--- src/rtl/qmult_seq_if.sv ---
// ----------------------------------------------------------------------------
// qmult_seq_if
//   Operand / result bundle for the sequential fixed-point multiplier. It uses
//   the same start/complete/overflow handshake as the radix-2 divider, so one
//   controller can sequence either unit.
//
//   Signals
//     i_multiplicand  N  signed operand A   (controller -> multiplier)
//     i_multiplier    N  signed operand B   (controller -> multiplier)
//     i_start         1  request            (controller -> multiplier)
//     o_result_out    N  signed product     (multiplier -> controller)
//     o_complete      1  idle / result valid (multiplier -> controller)
//     o_overflow      1  product not representable (multiplier -> controller)
//
//   Modports: master = controller side, slave = multiplier side.
// ----------------------------------------------------------------------------
interface qmult_seq_if #(
    parameter int N = 32
);
    logic [N-1:0] i_multiplicand;
    logic [N-1:0] i_multiplier;
    logic         i_start;
    logic [N-1:0] o_result_out;
    logic         o_complete;
    logic         o_overflow;

    modport master (
        output i_multiplicand, i_multiplier, i_start,
        input  o_result_out, o_complete, o_overflow
    );

    modport slave (
        input  i_multiplicand, i_multiplier, i_start,
        output o_result_out, o_complete, o_overflow
    );
endinterface

--- src/rtl/qmult_seq.sv ---
// ----------------------------------------------------------------------------
// qmult_seq
//   Sequential signed fixed-point multiplier, Q(N-1-Q).Q two's complement.
//   Shift-add, one multiplier bit per clock. Sign/magnitude internally: the
//   magnitudes are multiplied and the sign is applied at the end, so the
//   most-negative operand is handled exactly.
//
//   Timing: accept on edge E0 (IDLE->LOAD), magnitudes formed at E1
//   (LOAD->RUN), N RUN cycles, result and o_complete on edge E(N+1).
//
//   Ports
//     i_clk   clock, rising edge
//     i_rst   asynchronous active-high reset
//     bus     qmult_seq_if.slave: operands, i_start, o_result_out,
//             o_complete, o_overflow
//
//   Parameters
//     Q  fractional bits (1 <= Q <= N-2)
//     N  word width including sign
//
//   Build option
//     QMULT_SATURATE_EN  when defined, an overflowed product saturates to the
//                        most positive / most negative value instead of
//                        wrapping. o_overflow is the same in both builds.
// ----------------------------------------------------------------------------
module qmult_seq #(
    parameter int Q = 15,
    parameter int N = 32
) (
    input  logic       i_clk,
    input  logic       i_rst,
    qmult_seq_if.slave bus
);

    localparam int CW = $clog2(N);
    // width of the truncated magnitude acc[2N-1:Q]
    localparam int MW = 2 * N - Q;
    localparam logic [CW-1:0] CNT_ONE = CW'(1);

    typedef enum logic [1:0] {
        S_IDLE,
        S_LOAD,
        S_RUN
    } state_t;

    state_t r_state;
    state_t w_state_nxt;

    logic          w_accept;
    logic          w_done;
    logic          w_complete;

    logic [N-1:0]   r_a;
    logic [N-1:0]   r_b;
    logic           r_sign;
    logic [2*N-1:0] r_ma_sh;   // |A| shifted left by the iteration index
    logic [N-1:0]   r_mb;      // |B| shifted right, LSB selects the add
    logic [2*N-1:0] r_acc;
    logic [CW-1:0]  r_cnt;
    logic [N-1:0]   r_result;
    logic           r_overflow;

    logic [N-1:0]   w_abs_a;
    logic [N-1:0]   w_abs_b;
    logic [2*N-1:0] w_addend;
    logic [2*N-1:0] w_acc_sum;
    logic [MW-1:0]  w_m;
    logic [MW-1:0]  w_lim;
    logic           w_ovf;
    logic [N-1:0]   w_mag_lo;
    logic [N-1:0]   w_wrap;
    logic [N-1:0]   w_res_fmt;

    // ------------------------------------------------------------------
    // FSM
    // ------------------------------------------------------------------
    always_ff @(posedge i_clk or posedge i_rst) begin
        if (i_rst) r_state <= S_IDLE;
        else       r_state <= w_state_nxt;
    end

    always_comb begin
        w_state_nxt = r_state;
        w_accept    = 1'b0;
        w_done      = 1'b0;
        w_complete  = 1'b0;
        case (r_state)
            S_IDLE: begin
                w_complete = 1'b1;
                if (bus.i_start) begin
                    w_accept    = 1'b1;
                    w_state_nxt = S_LOAD;
                end
            end
            S_LOAD: w_state_nxt = S_RUN;
            S_RUN: begin
                if (r_cnt == '0) begin
                    w_done      = 1'b1;
                    w_state_nxt = S_IDLE;
                end
            end
            default: w_state_nxt = S_IDLE;
        endcase
    end

    // ------------------------------------------------------------------
    // Datapath
    // ------------------------------------------------------------------
    // N-bit magnitudes: -2^(N-1) negates to itself, which read as unsigned
    // is exactly 2^(N-1).
    assign w_abs_a = r_a[N-1] ? -r_a : r_a;
    assign w_abs_b = r_b[N-1] ? -r_b : r_b;

    assign w_addend  = r_mb[0] ? r_ma_sh : '0;
    assign w_acc_sum = r_acc + w_addend;

    // Result is formed from the post-add value so the final iteration's
    // contribution is included on the completion edge.
    assign w_m   = w_acc_sum[2*N-1:Q];
    // 2^(N-1)-1 for a positive result, 2^(N-1) for a negative one
    assign w_lim = {{(MW-N){1'b0}}, r_sign, {(N-1){~r_sign}}};
    assign w_ovf = (w_m > w_lim);

    // Negating a zero magnitude yields zero, so no negative zero appears.
    assign w_mag_lo = w_m[N-1:0];
    assign w_wrap   = r_sign ? -w_mag_lo : w_mag_lo;

`ifdef QMULT_SATURATE_EN
    assign w_res_fmt = !w_ovf ? w_wrap :
                       (r_sign ? {1'b1, {(N-1){1'b0}}} : {1'b0, {(N-1){1'b1}}});
`else
    assign w_res_fmt = w_wrap;
`endif

    always_ff @(posedge i_clk or posedge i_rst) begin
        if (i_rst) begin
            r_a        <= '0;
            r_b        <= '0;
            r_sign     <= 1'b0;
            r_ma_sh    <= '0;
            r_mb       <= '0;
            r_acc      <= '0;
            r_cnt      <= '0;
            r_result   <= '0;
            r_overflow <= 1'b0;
        end else begin
            if (w_accept) begin
                r_a        <= bus.i_multiplicand;
                r_b        <= bus.i_multiplier;
                r_sign     <= bus.i_multiplicand[N-1] ^ bus.i_multiplier[N-1];
                r_overflow <= 1'b0;
            end
            if (r_state == S_LOAD) begin
                r_ma_sh <= {{N{1'b0}}, w_abs_a};
                r_mb    <= w_abs_b;
                r_acc   <= '0;
                r_cnt   <= CW'(N - 1);
            end
            if (r_state == S_RUN) begin
                r_acc   <= w_acc_sum;
                r_ma_sh <= r_ma_sh << 1;
                r_mb    <= r_mb >> 1;
                r_cnt   <= r_cnt - CNT_ONE;
                if (w_done) begin
                    r_result   <= w_res_fmt;
                    r_overflow <= w_ovf;
                end
            end
        end
    end

    assign bus.o_complete   = w_complete;
    assign bus.o_result_out = r_result;
    assign bus.o_overflow   = r_overflow;

endmodule

--- src/flat_wrapper.sv ---
// flat-port wrapper written by rule: the top's interface ports become plain ports
module qmult_seq_flat 
#(
    parameter int Q = 15,
    parameter int N = 32
)
  (i_clk, i_rst, bus_i_multiplicand, bus_i_multiplier, bus_i_start, bus_o_result_out, bus_o_complete, bus_o_overflow);
  qmult_seq_if #(.N(N)) bus_i ();
  input  logic i_clk;
  input  logic i_rst;
  input wire logic [$bits(bus_i.i_multiplicand)-1:0] bus_i_multiplicand;
  input wire logic [$bits(bus_i.i_multiplier)-1:0] bus_i_multiplier;
  input wire logic [$bits(bus_i.i_start)-1:0] bus_i_start;
  output wire logic [$bits(bus_i.o_result_out)-1:0] bus_o_result_out;
  output wire logic [$bits(bus_i.o_complete)-1:0] bus_o_complete;
  output wire logic [$bits(bus_i.o_overflow)-1:0] bus_o_overflow;
  assign bus_i.i_multiplicand = bus_i_multiplicand;
  assign bus_i.i_multiplier = bus_i_multiplier;
  assign bus_i.i_start = bus_i_start;
  assign bus_o_result_out = bus_i.o_result_out;
  assign bus_o_complete = bus_i.o_complete;
  assign bus_o_overflow = bus_i.o_overflow;
  qmult_seq #(.Q(Q), .N(N)) u_core (.i_clk(i_clk), .i_rst(i_rst), .bus(bus_i));
endmodule
--- config.mk ---
export PLATFORM = sky130hd
export DESIGN_NAME = qmult_seq_flat
export DESIGN_NICKNAME = d
export VERILOG_FILES = /design/src/rtl/qmult_seq_if.sv /design/src/rtl/qmult_seq.sv /design/src/flat_wrapper.sv
export SDC_FILE = /design/constraint.sdc
export NUM_CORES = 1
export LEC_CHECK = 0
export CAP_MARGIN = 20
export CORE_MARGIN = 4
export CORE_UTILIZATION = 25
export CTS_BUF_LIST = sky130_fd_sc_hd__clkbuf_4 sky130_fd_sc_hd__clkbuf_8
export CTS_CLUSTER_SIZE = 25
export DETAILED_ROUTE_END_ITERATION = 8
export GPL_TIMING_DRIVEN = 0
export SLEW_MARGIN = 40
export SYNTH_ARGS = -nofsm -noshare
export SYNTH_HDL_FRONTEND = slang
export SYNTH_SLANG_ARGS = --single-unit
--- constraint.sdc ---
create_clock -name i_clk -period 15.59 [get_ports i_clk]
set_clock_uncertainty 0.2 [all_clocks]
set_input_delay 3.118 -clock i_clk [delete_from_list [all_inputs] [get_ports i_clk]]
set_output_delay 3.118 -clock i_clk [all_outputs]
set_load 0.01 [all_outputs]
**After elaboration in Yosys (flattened, before gate mapping)**

Cells that the tools add are included.

- Output and inout bits: 34
- Register bits after elaboration: 265
- Bits of input ports: 67

- Magnitude comparators: 1
- Mux-type cells: 23
- Reduce and logical (&&, ||, !) cells: 5
- Bitwise gates (word level): 2
- Equality and inequality tests: 4
- Add/subtract/negate cells: 5

Operators by type and width:

| operator | count |
|---|---|
| 2-to-1 mux 64 bit | 5 |
| 2-to-1 mux 32 bit | 5 |
| negator 32 bit | 3 |
| adder 64 bit | 1 |
| greater-than comparator 49 x 32 -> 1 bit | 1 |
| 2-to-1 mux 5 bit | 2 |
| 2-to-1 mux 1 bit | 8 |
| one-hot mux 2 bit (3 select lines) | 1 |
| zero test 5 bit | 1 |
| subtractor 5 x 1 -> 5 bit, second input constant | 1 |
| 2-to-1 mux 2 bit | 2 |
| AND reduction 2 bit | 2 |
| == test 2 x 1 -> 1 bit, second input constant | 1 |
| == test 2 bit, second input constant | 1 |
| zero test 2 bit | 1 |
| != test 2 x 1 -> 1 bit, second input constant | 1 |
| != test 2 bit, second input constant | 1 |
| nonzero test 2 bit | 1 |
| NOT 1 bit | 1 |
| XOR 1 bit | 1 |

**Logic depth before layout (Yosys ltp)**

Gate-level depths: netlist of the first run.

- Depth in word-level cells: 5
- Gate-level depth with buffers: 26
- Depth with buffers taken out: 23

**Worst setup path before layout of the first run**

No wires, ideal clock.

- Path kind: reg-to-reg
- Start point: reg u_core.r_mb[0]
- End point: reg u_core.r_overflow (netlist: u_core.bus.o_overflow)
- Stages on the path, launching flop included: 25
- Arrival time: 4.954 ns
- Period minus slack after synthesis: 5.296 ns
- Slack: 10.294 ns
- Path buffers: 2
- Cells stage by stage: dfrtp_1 > clkbuf_1 > clkbuf_1 > and2_1 > ha_1 > inv_1 > fa_1 > nand2b_1 > a21oi_1 > o21ai_0 > a211oi_1 > o21bai_1 > and2_1 > a211oi_1 > ha_1 > a21o_1 > a21oi_1 > nor2_1 > a2111oi_0 > a21boi_0 > o211ai_1 > and4_1 > o2111ai_1 > nor4_1 > a41oi_1

- Cells in the longest elaborated chain, start to end: 5

RTL lines:

| item | line | text |
|---|---|---|
| from (decl) | qmult_seq.sv:57 | `logic [N-1:0] r_mb;` |
| from (signal assigned) | qmult_seq.sv:155 | `r_mb <= w_abs_b;` |
| from (signal assigned) | qmult_seq.sv:162 | `r_mb <= r_mb >> 1;` |
| 2-to-1 mux 64 bit | qmult_seq.sv:114 | `assign w_addend = r_mb[0] ? r_ma_sh : '0;` |
| adder 64 bit | qmult_seq.sv:115 | `assign w_acc_sum = r_acc + w_addend;` |
| greater-than comparator 49 x 32 -> 1 bit | qmult_seq.sv:122 | `assign w_ovf = (w_m > w_lim);` |
| 2-to-1 mux 1 bit | qmult_seq.sv:164 | `if (w_done) begin` |
| 2-to-1 mux 1 bit | qmult_seq.sv:159 | `if (r_state == S_RUN) begin` |
| to (signal assigned) | qmult_seq.sv:166 | `r_overflow <= w_ovf;` |
| to (decl) | qmult_seq.sv:61 | `logic r_overflow;` |

Every way passes these cells.
A chain may end at the register's enable or synchronous reset.

**Worst setup path after layout of the first run**

Ends and elaborated chain as after synthesis.

==> summary by stage, run 1 <==
Outcome
The run finished with clean final reports.

Clock network
The maximum buffer depth of the clock tree is 3. The clock latency at the later pin of the worst-skew pair is 0.67 ns. In this run, post-CTS hold repair placed 0 buffers. The CTS root buffer is sky130_fd_sc_hd__clkbuf_8. The clock-pin transition on the worst setup and hold timing paths is 0.07 ns. The TritonCTS buffer count is 48. For this design, the sink count on the clock tree is 265.

The quantity of gates resized following cts is 0. The number of H-tree levels is 2. The buffers inserted during post-CTS setup optimization is 0. The CTS tree is done.

Die
101 I/O pins were placed. The die is roughly 280 µm wide. The number of cell rows is 97. The initial utilization of the core area, before any placement, comes to 25.4%. The region available for standard cell placement spans 0.0704 mm². The die covers 0.0757 mm². The height of the die is 275 µm.

Yosys
The most used flip-flop cell after synthesis is sky130_fd_sc_hd__dfrtp_1. The average cell area after synthesis is approximately 9 µm². The post-synthesis async set-or-reset flop share is between 90% and 100%. Yosys mapped a number of flops with a built-in enable equal to 0.

The synthesis warning total is 0. When the netlist entered floorplanning its net count stood at 2,145. The unique cell type count in the Yosys netlist is 80. In this run, synthesis produced a sequential element count of around 270.

The synthesized netlist cell count is about 2,000. The cell area that synthesis handed to floorplanning was roughly 0.018 mm². Summing the sequential cell areas from Yosys gives 37.1% of the chip area.

Setup path
The worst reg-to-reg path cell count is 25. STA classifies the critical path endpoint as a flop. The beginning of the worst register-to-register path is u_core.r_mb[0]. The worst register-to-register path has a setup slack of 8.21 ns. For the worst setup path, the data arrival time is 7.69 ns. Data on the critical path is required at its endpoint by around 16 ns. In this run the worst path has a maximum fanout of 10.

The worst register-to-register path ends at u_core.bus.o_overflow. STA classifies the critical path startpoint as a flop. The worst setup path category is flop to flop.

Placement
After legalization and detailed placement, the total HPWL measured 39,500 µm. The count of buffers added on input and output ports is 100. At the placement stage, the worst setup path has a slack of 8.39 ns. The count of placed standard cells including taps is 3,019. The placed cell area is between 0.02 and 0.025 mm². The routability congestion estimate from global placement is about 0.90.

Power and ir drop
The total power of the final layout is 3.93 mW. The ratio of total power to cell area is around 180 mW/mm². Across the VDD grid, the largest voltage drop is between 0.00009 and 0.0001 V.

The leakage power figure is 9.04 nW.

GRT
The number of global-route vias before repair is 14,800. The total overflow left after global routing is 0. The first global-routing pass estimated 82,300 µm of wire.

Entering global routing, the biggest net connects 76 pins. For this run, the total global-route usage over all layers was measured as 13.4%. The number of antenna violations at the first check in global routing is 1.

Routing
In the routed design, unresolved DRC markers number 0. The final wirelength is 51,400 µm. The first detailed-routing pass ran for 6 iterations. The detail route stage leaves a number of antenna-violating nets equal to 0. After the first detailed-routing iteration, the DRC count stood at 963. The number of vias per cell is 4.90. The routed via count is 15,200. Dividing the detail-routed wire length by the instance count gives approximately 17 µm.

STA
The number of pins with negative max-slew slack in the final report is 0. Setup violations remaining at the end of the flow were counted as 0. The minimum setup slack in the final design is 8.21 ns. Subtracting the final worst setup slack from the clock period gives 7.38 ns. Setup repair after global routing left no endpoint under its margin. The worst hold slack is between 0.2 and 0.3 ns. The number of hold violations in the final report was 0.

After layout, the worst path uses 47.3% of the clock period. For the final routed database, the setup TNS stands at 0 ns. The achievable frequency is 0.135 GHz. At the pin with the least slew margin, the transition time is about 0.84 ns. Headroom to the max-slew limit came out at 43.3%.

Layout
Once layout is complete, the cells apart from fillers number 3,110. The synthesis-to-finish area growth is 19.4%. In the final layout, the share of cells above drive strength 1 is 11.9%. In the layout the commonest cells are 264 x sky130_fd_sc_hd__dfrtp_1, 213 x sky130_fd_sc_hd__nand2_1, 200 x sky130_fd_sc_hd__o21ai_0. The core occupancy in the finished layout is 30.3%. The net count of the finished layout is between 2,000 and 2,500.

The most common library cell in the layout ignoring fill and taps is sky130_fd_sc_hd__dfrtp_1. The cell area after layout is between 0.02 and 0.025 mm².

Flow run
The number of maximum-capacitance constraint violations is 0.

Min path
The worst hold-check path type is flop to flop. The critical hold path startpoint is u_core.bus.o_result_out[4]. The worst hold path terminates at u_core.bus.o_result_out[4].

The number of cells traversed by the worst hold path is 2.
==> critical path: stages (launching register included) <==
cell and delay, ns:
sky130_fd_sc_hd__dfrtp_1 0.34, sky130_fd_sc_hd__clkbuf_1 0.50, sky130_fd_sc_hd__clkbuf_1 0.38, sky130_fd_sc_hd__and2_1 0.21
sky130_fd_sc_hd__ha_1 0.21, sky130_fd_sc_hd__inv_1 0.07, sky130_fd_sc_hd__fa_1 0.37, sky130_fd_sc_hd__nand2b_1 0.20
sky130_fd_sc_hd__a21oi_1 0.35, sky130_fd_sc_hd__o21ai_0 0.31, sky130_fd_sc_hd__a21oi_1 0.39, sky130_fd_sc_hd__nand4_1 0.40
sky130_fd_sc_hd__a21boi_0 0.38, sky130_fd_sc_hd__nor2_1 0.10, sky130_fd_sc_hd__xnor2_1 0.68, sky130_fd_sc_hd__ha_1 0.35
sky130_fd_sc_hd__nand4_1 0.10, sky130_fd_sc_hd__nor4_1 0.32, sky130_fd_sc_hd__nand3_1 0.26, sky130_fd_sc_hd__a21oi_1 0.22
sky130_fd_sc_hd__o21ai_0 0.12, sky130_fd_sc_hd__a21oi_1 0.12, sky130_fd_sc_hd__and4_1 0.21, sky130_fd_sc_hd__o2111ai_1 0.13
sky130_fd_sc_hd__nor4_1 0.20, sky130_fd_sc_hd__a41oi_1 0.14
==> area by class of cell <==
type	count	area, µm²
fill	7508	49100
multi-input combinational	1526	10500
sequential	265	6630
tap	940	1180
timing repair buffer	105	1120
clock buffer	77	960
buffer	115	463
inverter	68	263
clock inverter	13	173
antenna	1	2.50
==> power breakdown <==
part | leakage [nW] | total (mW) | internal [mW] | switching [mW]
Clock | 0.603 | 0.774 | 0.446 | 0.328
Combinational | 5.05 | 2.04 | 0.838 | 1.20
Sequential | 3.39 | 1.12 | 0.907 | 0.211
Total | 9.04 | 3.93 | 2.19 | 1.74
==> cells in the mapped netlist (all sizes together) (10+ instances only) <==
cell type / instances / area [µm²]
or4: 16 / 120
mux2: 116 / 1310
nand4: 32 / 200
mux2i: 10 / 100
a211oi: 12 / 95.1
and2: 74 / 463
a21oi: 124 / 639
a22o: 42 / 368
or3: 27 / 174
nand3: 54 / 270
o211ai: 12 / 90.1
xor2: 88 / 771
nand2b: 10 / 62.6
ha: 103 / 1290
o21ai: 207 / 1050
o21a: 11 / 82.6
nand2: 214 / 806
a21o: 33 / 248
dfrtp: 265 / 6630
xnor2: 42 / 368
o2bb2ai: 17 / 149
o31ai: 32 / 250
clkbuf: 101 / 379
nor3: 25 / 125
buf: 14 / 83.8
nor2: 84 / 315
or2: 12 / 75.1
nor4: 12 / 90.1
o41ai: 16 / 140
inv: 68 / 255
==> logic make-up (layout without fill, tap and decap cells) <==
group                    after synthesis  in the layout  synth area share, %
buffers and inverters                183            378                 4.02
flip-flops                           265            265                 37.1
other                                  0              1                    0
AND/OR/NAND/NOR                      592            592                 16.5
multiplexers                         126            126                 7.88
AO/OA/AOI/OAI                        574            574                 20.7
adder cells (fa/ha/maj)              104            104                 7.33
XOR/XNOR                             130            130                 6.38
==> layer usage <==
layer | vias to the layer above | wire length (µm) | track usage, %
li1 | 7485 | - | -
met5 | - | 0 | 0
met2 | 337 | 22200 | 20.7
met1 | 7350 | 25400 | 19.4
met4 | 0 | 1100 | 3.38
met3 | 68 | 2690 | 2.35
==> registers in the layout, summed over array words and instances (netlist names), 2 cells and up <==
signal / count
u_core.r_mb: 32
u_core.r_a: 32
u_core.r_cnt: 5
u_core.r_ma_sh: 64
u_core.r_state: 2
u_core.r_acc: 64
u_core.bus.o_result_out: 32
u_core.r_b: 32
==> worst max-delay path by stage <==
stage	cells past startpoint	start	endpoint
after floorplan	1	i_rst	u_core.bus.o_overflow
after global placement	2	i_rst	u_core.bus.o_result_out[27]
after detailed placement	25	u_core.r_mb[0]	u_core.bus.o_overflow
after CTS	25	u_core.r_mb[0]	u_core.bus.o_overflow
after global routing	25	u_core.r_mb[0]	u_core.bus.o_overflow
final	25	u_core.r_mb[0]	u_core.bus.o_overflow
No activity file was read; power rests on OpenSTA's default activity.
==> inputs of run 2 (changes only) <==
clock period = 6.1 ns   (was 15.59 ns; I/O delays follow)
==> summary by stage, run 2 (same netlist as run 1, synthesis figures left out) <==
STA
The number of endpoints failing setup at the final stage is 0. The worst pin sits at a relative slew slack of between 40% and 50%. The number of hold violations in the final report was 0.

At the pin with the least slew margin, the transition time is between 0.8 and 0.9 ns. The shortest clock period the worst path allows after layout is approximately 5.7 ns. The number of pins with negative max-slew slack in the final report came to 0. The post-route setup TNS is 0 ns. The achievable frequency is 0.174 GHz. After layout, the worst path uses 94.2% of the clock period.

Clock network
The number of H-tree levels is 2. The TritonCTS buffer count is 47. The CTS tree is done.

The sink count of the clock tree is 265. The root buffer cell chosen for the clock tree is sky130_fd_sc_hd__clkbuf_8. At the later pin of the worst-skew pair, clock insertion delay measures 0.66 ns. Clock-pin slew was measured on the worst setup and hold paths at 0.06 ns. In this run the deepest clock path goes through 3 buffers.

Routing
The routed via count is ~15,000. The number of detailed-routing iterations run before antenna repair is 5. The number of remaining DRC errors is 0.

The number of vias per cell is between 4 and 5. The number of antenna-violating nets in the routed design is 0. After the first detailed-routing iteration, the DRC count stood at 946. Dividing the detail-routed wire length by the instance count gives 16.6 µm. The routed design has 52,000 µm of wire.

Power and ir drop
The sequential fraction of design power is 28.6%. Summed over all nets, the switching power comes to 4.50 mW. The clock network power share is 18.3%. The internal power contribution is 5.51 mW. VDD sags by at most 0.000215 V.

Net switching is 44.9% of the power. Combinational cells account for 53.1% of the total power. The ratio of total power to cell area is 460 mW/mm². The analysis attributes to cell leakage a power of 9.20 nW.

Setup path
The number of buffers and inverters on the critical path is 1. The delay of the slowest cell on the worst path is 0.53 ns. The kind of cell with the highest combined delay along the critical path is compound AO/OA/AOI/OAI gates. The cell with the largest stage delay on the worst path is sky130_fd_sc_hd__a2111oi_4.

The kind of end point of the critical path is a flop. The number of cells on the worst reg-to-reg path is 22. In this run the worst path has a maximum fanout of 10. The beginning of the worst register-to-register path is u_core.r_mb[0]. Data on the critical path is required at its endpoint by ~6.4 ns. The critical path goes through clkbuf_2 > and2_1 > ha_1 > a21oi_2 > o21ai_0 > a21o_1 > a21o_1 > a2111oi_4 > a21boi_0 > nor2_1 > xnor2_2 > ha_1 > nand4_1 > nor4_2 > nand3_1 > a21oi_1 > o21ai_0 > a21oi_1 > and4_1 > o2111ai_1 > nor4_2 > a41oi_1. The startpoint type of the worst setup path is a flop.

Setup slack on the worst reg-to-reg path comes out at around 0.35 ns. The data arrival time of the critical path is roughly 6.1 ns. The worst setup path category is flop to flop. The endpoint of the most critical register-to-register path is u_core.bus.o_overflow.

Die
Measured along the y axis, the die boundary spans between 200 and 300 µm. The total area inside the core boundary comes to 0.0704 mm². Row generation in the floorplan step produced 97 rows. The die covers approximately 0.076 mm².

Once the floorplan was initialized, standard cells occupied between 20 and 30% of the core. The die outline width is 275 µm. During I/O placement, the number of pins put on the boundary was just over 100.

Layout
The core occupancy in the finished layout is 30.9%. With fillers left out, the area of the finished cells amounts to approximately 0.022 mm². The most common library cell in the layout ignoring fill and taps is sky130_fd_sc_hd__dfrtp_1. The total of fill cells in the finished design is 7,478.

From synthesis to final layout, the design area changed by 21.7%. In the final design database the tool counted 2,316 nets. The fraction of final layout cells with drive strength greater than 1 is 14.4%. The top cell types in the final layout, fill and taps aside, are 263 x sky130_fd_sc_hd__dfrtp_1, 213 x sky130_fd_sc_hd__nand2_1, 191 x sky130_fd_sc_hd__o21ai_0. The largest registers in the layout are u_core.r_acc (64), u_core.r_ma_sh (64). The non-filler instance count after layout is between 3,000 and 4,000.

Outcome
The run finished with clean final reports.

Flow run
Across the run, the number of max-cap violations was 0.

GRT
The number of global-route vias before repair is 15,000. The first-pass GRT wire length is 83,000 µm. Entering global routing, the biggest net connects 32 pins. The total overflow reported by the global router is 0. The number of antenna violations at the first check in global routing is 1. Global routing used 13.6% of the available tracks across all layers.

Min path
Along the worst hold path, the cell count comes to 2. The critical hold path startpoint is u_core.bus.o_result_out[18]. The hold path endpoint is u_core.bus.o_result_out[18]. The min-delay analysis places its worst path in the category flop to flop.

Placement
Detailed placement ended at an HPWL of 40,000 µm. The number of I/O port buffers is 100. The congestion estimate from routability-driven global placement came to 0.896.

In this run, placement finished with an instance count of 3,026. After detailed placement, the total cell area comes to 0.0203 mm².
## run 2: changes by cell type in the layout (fill, tap and decap cells not counted), sizes merged
cell | previous run | this run
clkinv | 7 | 10
bufinv | 3 | 1
clkinvlp | 0 | 2
buf | 19 | 42
clkbuf | 178 | 166
inv | 71 | 69
## run 2: worst max path at each step
stage                                  to  depth (start not counted)  slack (ns)      startpoint
finish              u_core.bus.o_overflow                         22        0.35  u_core.r_mb[0]
global route        u_core.bus.o_overflow                         24       -0.02  u_core.r_mb[0]
CTS                 u_core.bus.o_overflow                         22        0.01  u_core.r_mb[0]
detailed placement  u_core.bus.o_overflow                         24       -1.17  u_core.r_mb[0]
global placement    u_core.bus.o_overflow                         24       -1.45  u_core.r_mb[0]
floorplan           u_core.bus.o_overflow                         24        0.80  u_core.r_mb[0]
## run 2: layout make-up
class / instances / area [µm²] / share of cell area [%]
multi-input cells: 1526 / 10800 / 49.6
plain buffers: 109 / 449 / 2.07
flip-flops and latches: 265 / 6630 / 30.5
inverters: 68 / 259 / 1.19
diodes: 1 / 2.50 / 0.0115
clock buffers: 71 / 896 / 4.12
repair buffers: 128 / 1410 / 6.47
well taps: 940 / 1180 / 5.41
clock inverters: 14 / 131 / 0.605
## run 2: per-stage QoR
stage	power [mW]	setup WS (ns)	hold WS, ns
6_report	10.0	0.351	0.275
5_1_grt	10.9	-0.0152	0.298
4_1_cts	9.99	0.0133	0.285
3_5_place_dp	8.08	-1.17	0.271
3_3_place_gp	7.97	-1.45	0.267
2_1_floorplan	6.59	0.804	0.252
## run 2: power by group through the flow
stage          registers, mW  clock network (mW)  logic (mW)
2_1_floorplan           2.69                   0        3.90
3_3_place_gp            2.86                   0        5.11
3_5_place_dp            2.87                   0        5.21
4_1_cts                 2.86                1.89        5.24
5_1_grt                 2.94                1.97        5.96
6_report                2.86                1.83        5.31
## run 2: metal layers
| layer | share of wire (%) | up-vias | global-route usage [%] |
|---|---|---|---|
| met3 | 6.3 | 80 | 2.39 |
| li1 | - | 7527 | - |
| met5 | 0 | - | 0 |
| met2 | 42 | 385 | 20.5 |
| met1 | 49 | 7354 | 19.9 |
| met4 | 2.2 | 0 | 3.87 |
## run 2: worst min-delay path, cell delays in order, from the launching register on
cell and delay, ns:
sky130_fd_sc_hd__dfrtp_1 0.34, sky130_fd_sc_hd__nand2_1 0.04, sky130_fd_sc_hd__o21ai_0 0.06
## run 2: repair_timing
| item | CTS | global route |
|---|---|---|
| endpoints found under the setup margin | 6 | 1 |
| hold buffers | 0 | 0 |
| pin swaps | 3 | 11 |
| gates resized for setup | 14 | 46 |
| buffers inserted | 5 | 11 |
==> inputs of run 3 (changes only) <==
CELL_PAD_IN_SITES_DETAIL_PLACEMENT = 0   (was default)
CELL_PAD_IN_SITES_GLOBAL_PLACEMENT = 2   (was default)
PLACE_DENSITY_LB_ADDON = 0.1   (was default)
==> summary by stage, run 3 (same netlist as run 1, synthesis figures left out) <==
Setup path
The worst setup path is captured at a flop. In this run the critical register-to-register path is captured at u_core.bus.o_overflow. The worst setup path category is flop to flop. At the worst endpoint, the arrival time is 6.14 ns. The startpoint type of the worst setup path is a flop. The beginning of the worst register-to-register path is u_core.r_mb[0]. The worst reg-to-reg path cell count is 21. The maximum fanout count along the critical path is 10. The register-to-register setup slack is ~0.29 ns. The required arrival time at the worst endpoint is 6.42 ns.

GRT
The number of global-route vias before repair came to between 15,000 and 20,000. The total overflow reported by the global router is 0. The first global-routing pass estimated 96,900 µm of wire. The number of antenna violations at the first check in global routing is 2. For this run, the total global-route usage over all layers was measured as 16.4%. The maximum number of pins on one net before global-route repair is 32.

Min path
The min-delay analysis places its worst path in the category flop to flop. The startpoint identified for the worst hold timing path is u_core.bus.o_result_out[11]. The number of cells traversed by the worst hold path is 2.

The worst hold path terminates at u_core.bus.o_result_out[11].

Power and ir drop
The maximum vdd ir drop is 0.000182 V. Power spread over the standard cell area amounts to roughly 470 mW/mm². The portion of total power attributed to combinational logic is between 50% and 60%. The clock network accounts for 20.1% of the total power. The power spent charging and discharging nets is 4.78 mW. The total power of the final layout is 10.6 mW. The net switching share of the total power is a little under half. Summed over all cells, the static leakage comes to 9.47 nW. Cell internal power was estimated by the tool at 5.80 mW. The sequential fraction of design power is between 20% and 30%.

Clock network
The clock-pin transition on the worst setup and hold timing paths is 0.07 ns. The clock latency at the later pin of the worst-skew pair is 0.67 ns. The clock passes through at most 3 buffers.

TritonCTS built the clock tree. The number of H-tree levels is 2. The CTS root buffer is sky130_fd_sc_hd__clkbuf_8. The sink count of the clock tree is 265.

The TritonCTS buffer count is 57.

Routing
In this run, the number of DRC markers left after iteration 0 of detailed routing was 785. The number of antenna-violating nets in the routed design is 0. Before antenna repair, the detailed router went through 5 iterations.

The detail-routed net length per standard cell is 19.7 µm. The number of remaining DRC errors is 0. For this block, the via count after detailed routing is ~15,000. The number of vias per cell is 4.88. The final wirelength is 62,100 µm.

Die
The height of the die is 275 µm. The initialized floorplan defines 97 standard-cell rows. For this design the top-level I/O count stands at 101.

The initial core utilization is 25.4%. The die outline width is between 200 and 300 µm. The die covers 0.0757 mm².

The core region is ~0.070 mm².

Layout
In the final design database the tool counted 2,333 nets. The multi-input gate area in the final layout is 0.0110 mm². The synthesis-to-finish area growth is 24.9%. The total of fill cells in the finished design is ~7,500. Leaving out fill and tap cells, the most frequent cell in the layout is sky130_fd_sc_hd__dfrtp_1.

The fraction of final layout cells with drive strength greater than 1 is 17.2%. The top cell types in the final layout, fill and taps aside, are 264 x sky130_fd_sc_hd__dfrtp_1, 211 x sky130_fd_sc_hd__nand2_1, 186 x sky130_fd_sc_hd__o21ai_0. The largest registers in the layout are u_core.r_acc (64), u_core.r_ma_sh (64). The count of cells in the finished layout, fillers not included, comes to 3,146. In the final layout, flip-flops and latches occupy 0.00663 mm².

Placement
The count of placed standard cells including taps is 3,029. Prior to clock tree synthesis, the placed netlist has a worst setup slack of -2.02 ns. The number of I/O port buffers is 100. The congestion estimate from routability-driven global placement came to 0.798. The wire-length estimate of the detail-placed layout is roughly 49,000 µm.

STA
For the pin with the worst max-slew slack, the measured transition is 0.810 ns. The achievable frequency is 0.172 GHz. Setup repair after global routing left no endpoint under its margin.

After layout, the worst path uses a little over nine tenths of the clock period. The number of pins with negative max-slew slack in the final report is 0. Setup violations remaining at the end of the flow were counted as 0.

Summed over all failing endpoints, the final setup total negative slack is 0 ns. The number of hold violations in the final report was 0. The minimum setup slack in the final design is 0.285 ns. The clock period could shrink to 5.81 ns. The worst pin sits at a relative slew slack of 46.0%.

Outcome
The run finished with clean final reports.

Flow run
The number of maximum-capacitance constraint violations is 0.
==> run 3: changes by cell type in the layout (fill, tap and decap cells not counted), sizes merged <==
| cell | previous run | this run |
|---|---|---|
| inv | 69 | 68 |
| clkinvlp | 2 | 1 |
| buf | 42 | 53 |
| clkbuf | 166 | 181 |
==> run 3: worst max-delay path: stages, from the launching register on <==
cell,delay (ns)
sky130_fd_sc_hd__dfrtp_1,0.40
sky130_fd_sc_hd__buf_12,0.16
sky130_fd_sc_hd__clkbuf_4,0.21
sky130_fd_sc_hd__and2_1,0.23
sky130_fd_sc_hd__ha_1,0.50
sky130_fd_sc_hd__nand4_1,0.27
sky130_fd_sc_hd__nor4b_2,0.45
sky130_fd_sc_hd__nor4_4,0.13
sky130_fd_sc_hd__buf_4,0.16
sky130_fd_sc_hd__a211oi_2,0.53
sky130_fd_sc_hd__ha_1,0.37
sky130_fd_sc_hd__nand4_1,0.17
sky130_fd_sc_hd__nor2_1,0.07
sky130_fd_sc_hd__o31ai_1,0.07
sky130_fd_sc_hd__a31oi_1,0.15
sky130_fd_sc_hd__o21ai_1,0.23
sky130_fd_sc_hd__a21boi_1,0.10
sky130_fd_sc_hd__o211ai_1,0.42
sky130_fd_sc_hd__and4_1,0.27
sky130_fd_sc_hd__o2111ai_1,0.13
sky130_fd_sc_hd__nor4_2,0.27
sky130_fd_sc_hd__a41oi_1,0.15
==> run 3: area by class of cell <==
cell class	count	share of cell area [%]
timing repair buffer	137	6.78
multi-input combinational	1526	49.3
clock buffer	90	5.08
buffer	107	2.12
clock inverter	12	0.483
inverter	68	1.16
tap	940	5.28
antenna	1	0.0112
sequential	265	29.8
==> run 3: worst max path at each step <==
| stage | slack, ns | cells after the start | start | endpoint |
|---|---|---|---|---|
| 2_1_floorplan | 0.80 | 24 | u_core.r_mb[0] | u_core.bus.o_overflow |
| 3_3_place_gp | -2.75 | 24 | u_core.r_mb[0] | u_core.bus.o_overflow |
| 3_5_place_dp | -2.02 | 25 | u_core.r_mb[0] | u_core.bus.o_overflow |
| 4_1_cts | 0.004 | 25 | u_core.r_mb[0] | u_core.bus.o_overflow |
| 5_1_grt | 0.003 | 23 | u_core.r_mb[0] | u_core.bus.o_overflow |
| 6_report | 0.29 | 21 | u_core.r_mb[0] | u_core.bus.o_overflow |
==> run 3: stage by stage <==
step                      instance area (µm²)  utilization (%)  hold slack, ns
final                                   22300             31.7           0.261
after global placement                  20000             28.5           0.253
after global routing                    22300             31.7           0.295
after floorplan                         17900                -           0.252
after detailed placement                20400             29.0           0.257
after CTS                               22100             31.4           0.269
==> run 3: power groups by stage <==
stage                     Sequential [mW]  Clock (mW)  Combinational [mW]
after floorplan                      2.69           0                3.90
final                                2.85        2.12                5.61
after global routing                 2.94        2.30                6.32
after global placement               2.86           0                5.43
after detailed placement             2.88           0                5.52
after CTS                            2.85        2.23                5.68
==> run 3: per-layer routing <==
| layer | GRT usage [%] | wire, µm |
|---|---|---|
| met2 | 27.1 | 29100 |
| met3 | 2.31 | 2060 |
| met4 | 4.69 | 1470 |
| met1 | 22.4 | 29500 |
| met5 | 0 | 17 |
==> run 3: timing repair <==
action | in CTS | in global routing
pin swaps | 18 | 13
hold buffers | 0 | 0
endpoints found under the setup margin | 12 | 1
gates resized for setup | 70 | 45
buffers inserted | 16 | 6
